File: config.mk
export PLATFORM = sky130hd
export DESIGN_NAME = serial_mag_compare
export DESIGN_NICKNAME = d
export VERILOG_FILES = /design/src/rtl/serial_mag_compare.sv
export SDC_FILE = /design/constraint.sdc
export NUM_CORES = 1
export LEC_CHECK = 0
export CORE_MARGIN = 2
export CORE_UTILIZATION = 47
export CTS_BUF_LIST = sky130_fd_sc_hd__clkbuf_8
export DETAILED_ROUTE_END_ITERATION = 7
export GPL_ROUTABILITY_DRIVEN = 0
export GPL_TIMING_DRIVEN = 0
export PLACE_DENSITY = 0.82
export SYNTH_ARGS = -nofsm -noshare
export SYNTH_HDL_FRONTEND = slang
export SYNTH_SLANG_ARGS = --single-unit
File: constraint.sdc
create_clock -name clk -period 1.8 [get_ports clk]
set_input_delay 0.36 -clock clk [delete_from_list [all_inputs] [get_ports clk]]
set_output_delay 0.36 -clock clk [all_outputs]
set_load 0.05 [all_outputs]
File: src/rtl/serial_mag_compare.sv
// Multi-cycle MSB-first magnitude comparator for the RGB status LEDs.
// Compares DIGIT bits per cycle and stops at the first differing slice.
module serial_mag_compare #(
  parameter int WIDTH = 8,
  parameter int DIGIT = 2,
  localparam int NSLICE = WIDTH / DIGIT,
  localparam int CW = $clog2(NSLICE + 1)
) (
  input  logic             clk,
  input  logic             rst_n,
  input  logic             start,
  input  logic             signed_mode,
  input  logic [WIDTH-1:0] a,
  input  logic [WIDTH-1:0] b,
  output logic             busy,
  output logic             done,
  output logic             red,
  output logic             green,
  output logic             blue,
  output logic [CW-1:0]    cycles,
  output logic [1:0]       state_dbg
);

  generate
    if ((WIDTH % DIGIT) != 0 || WIDTH < DIGIT) begin : g_bad_params
      $error("serial_mag_compare: WIDTH must be a multiple of DIGIT and >= DIGIT");
    end
  endgenerate

  typedef enum logic [1:0] {
    IDLE    = 2'd0,
    COMPARE = 2'd1,
    DONE    = 2'd2
  } state_t;

  localparam logic [WIDTH-1:0] MSB_MASK = WIDTH'(1) << (WIDTH - 1);

  state_t           state;
  logic [WIDTH-1:0] opa;
  logic [WIDTH-1:0] opb;
  logic [CW-1:0]    cnt;
  logic [DIGIT-1:0] sa;
  logic [DIGIT-1:0] sb;

  assign sa        = opa[WIDTH-1 -: DIGIT];
  assign sb        = opb[WIDTH-1 -: DIGIT];
  assign state_dbg = state;

  always_ff @(posedge clk or negedge rst_n) begin
    if (!rst_n) begin
      state  <= IDLE;
      opa    <= '0;
      opb    <= '0;
      cnt    <= '0;
      busy   <= 1'b0;
      done   <= 1'b0;
      red    <= 1'b0;
      green  <= 1'b0;
      blue   <= 1'b0;
      cycles <= '0;
    end else begin
      case (state)
        IDLE: begin
          if (start) begin
            // Flipping the sign bit maps two's complement order onto unsigned order.
            opa   <= a ^ (signed_mode ? MSB_MASK : '0);
            opb   <= b ^ (signed_mode ? MSB_MASK : '0);
            cnt   <= '0;
            busy  <= 1'b1;
            state <= COMPARE;
          end
        end
        COMPARE: begin
          if (sa != sb) begin
            red    <= (sa > sb);
            green  <= (sa < sb);
            blue   <= 1'b1;
            cycles <= cnt + CW'(1);
            busy   <= 1'b0;
            done   <= 1'b1;
            state  <= DONE;
          end else if (cnt == CW'(NSLICE - 1)) begin
            red    <= 1'b1;
            green  <= 1'b1;
            blue   <= 1'b0;
            cycles <= cnt + CW'(1);
            busy   <= 1'b0;
            done   <= 1'b1;
            state  <= DONE;
          end else begin
            opa <= opa << DIGIT;
            opb <= opb << DIGIT;
            cnt <= cnt + CW'(1);
          end
        end
        DONE: begin
          done  <= 1'b0;
          state <= IDLE;
        end
        default: begin
          busy  <= 1'b0;
          done  <= 1'b0;
          state <= IDLE;
        end
      endcase
    end
  end

endmodule

==> results.md <==
- Setup TNS: -74.0 ps
- Gr ovfl total: 0
- Global-route wire length before repair: 4.68 mm
- XOR/XNOR Fraction of Synth Area: 1.27%
- Top FF cell, synth: dfrtp_1
- Detailed-route vias per instance: 5.24
- Power Total: 3.90 mW
- Startpoint types: register
- Synth Area in Simple Gates: 4.17%
- CP required: 1970 ps
- Multiplexer share of the synthesized area: 25.8%
- DR WL/cell: 16.9 um
- Clock Path Buffers: 2
- Sequential fraction of the synthesis area: 52.6%
- Final Setup Violations: 6
- Fraction of layout cells with a size suffix above 1: 33.8%
- Unrepaired setup endpoints after global routing: true
- Async SR Flop Fraction: 100%
- Initial DRC count: 15
- Post-Synth Adder-Cell Area: 3.63%
- Critical path arrival: 1990 ps
- Top post-synthesis cells by area: dfrtp_1 53%, mux2_2 13%, mux2_4 7.6%
- Failing checks: negative setup slack
- Synth cell count leaders: 29 x dfrtp_1, 16 x mux2_2, 11 x inv_1
- Clock skew: 2.59 ps
- ANT cells: 0
- Max_cap viols: 0
- Initial antenna violation count: 0
- Largest net degree at the start of global routing: 30
- Drt total wl: 3.03 mm
- GR Util All Layers: 18.9%
- Critical path's slowest cell: dfrtp_1
- Final Cycle Share: 101%
- Crit-path max FO: 5
- Hold_ws: 93.1 ps
- Yosys top cell area share: 52.6%
- I/O pins: 30
- Static Leak: 0.994 nW
- CP Class: reg2reg
- Initial core utilization: 49.6%
- Slowest stage delay, CP: 390 ps
- CTS buffer count: 5
- DIE WIDTH: 58.2 um
- DP Cell Count: 161
- Layout net count: 171
- Status: finished, violations left
- DR vias: 938
- Site row count: 19
- Hold Path Class: in2async
- Fin. Hold Viols: 0
- Synth area leader: dfrtp_1
- Post-synthesis instance area: 1380 sq um
- Maximum vdd ir drop: 1490 uV
- Post-synth cell types: 23
- Compound-gate portion of the synthesized area: 6.81%
- Slew margin rel.: 58.3%
- CTS tree: built
- Non-Filler Instances: 179
- Worst skew pair latency: 280 ps
- Max H-tree Level: 2
- Synthesized flop and latch total: 29
- Total core area: 2780 sq um
- Clock sinks: 29
- 1st-pass router iterations: 6
- Final min period: 1820 ps
- Worst-margin pin slew: 625 ps
- Reg clk slew, reported paths: 60 ps
- Final worst slack: -18.7 ps
- F_max: 0.550 GHz
- Synthesis-to-finish area growth: 42.7%
- Post-synth EDFFs: 0
- Post-Syn Area per Cell: 13.7 sq um
- Cell Chain, Critical Path: ha_2 > ha_4 > nand4b_1 > a21o_4 > inv_8 > clkbuf_16 > mux2_4
- Cell Pwr Density: 1980 nW/um^2
- Die height: 58.2 um
- Post-detail-place hpwl: 1.90 mm
- Top-count cell post-synth: dfrtp_1
- Post-route ant nets: 0
- Synthesized Nets: 125
- Largest family of logic cells by synthesized area: multiplexers
- Clock root buffer: clkbuf_8
- DRC: 0
- YS warnings: 0
- Critical Path Sink Type: register
- Die area: 3380 sq um
- Port Buffers: 29
- Core Util, Final: 70.7%
- CTS Hold Bufs: 0
- Post-Syn Instances: 101
- Slew Limit Fails: 0
- Number of global-route vias before repair: 1,052
-- layer usage --
layer	track usage (%)	vias up	wire length [um]
li1	-	441	-
met3	6.70	5	146
met5	0	-	0
met4	5.65	0	28
met2	32.5	24	1530
met1	22.2	468	1330
-- critical path: cells and delay by family, from the launching register on --
kind,cells,cell delay (ps)
flip-flops,1,390
adder cells (fa/ha/maj),2,370
multiplexers,1,290
AO/OA/AOI/OAI,1,250
buffers and inverters,2,220
AND/OR/NAND/NOR,1,180
-- sequential cells by signal (all words and copies together) (netlist names) --
name       cells
red            1
green          1
state_dbg      2
cycles         3
opa            8
done           1
opb            8
cnt            3
blue           1
busy           1
-- cells in the final DEF (no fill, tap or decap), types with 4 or more instances in the layout --
cell type / netlist / routed
clkdlybuf4s50_1: 0 / 18
buf_6: 1 / 4
dlygate4sd2_1: 0 / 4
buf_4: 0 / 6
mux2_2: 16 / 10
clkbuf_8: 0 / 7
inv_1: 11 / 11
mux2i_1: 7 / 7
dfrtp_1: 29 / 29
dlymetal6s2s_1: 0 / 6
mux2_4: 7 / 13
a22o_1: 4 / 4
-- final cells by class --
class	count	area [sq um]
fillers	195	815
flip-flops and latches	29	726
multi-input cells	58	618
repair buffers	39	399
clock buffers	7	96.3
inverters	12	52.6
well taps	31	38.8
plain buffers	2	31.3
clock inverters	1	5.00
-- what timing repair did --
item | CTS | global route
resized for setup | 7 | 16
endpoints found under the setup margin | 17 | 19
buffers inserted | 8 | 1
pin swaps | 1 | 2
gates cloned | 0 | 1
-- cells by family (layout without fill, tap and decap cells) --
group           Yosys count  after routing
compound gates           12             12
mux                      30             30
xor+xnor                  2              2
fa+ha+maj                 4              4
flops                    29             29
simple gates             10             10
buf+inv                  14             61
-- where the power goes --
group          switching [mW]  internal, mW  total, mW
clock                   0.240         0.345      0.585
sequential              0.187         0.966       1.15
combinational            1.06          1.10       2.17
total                    1.49          2.42       3.90
-- path summary, 6_finish.rpt --
path | endpoint | depth (start not counted) | slack [ps] | startpoint
worst max-delay path | cnt[2] | 7 | -20 | cnt[1]
worst min-delay path | opa[0] | 1 | 90 | rst_n
worst max register to register | cnt[2] | 7 | -20 | cnt[1]
worst min register to register | opb[1] | 1 | 500 | opb[1]
max in group asynchronous | cnt[1] | 1 | 1300 | rst_n
min in group clk | opb[1] | 1 | 500 | opb[1]
-- metrics by stage --
step	setup WS [ps]	instance area, sq um
floorplan	5.26	1380
global placement	-100	1710
detailed placement	-116	1710
CTS	-16.8	1890
global route	-54.3	1970
finish	-18.7	1970
Power figures use the tool's default switching activity.
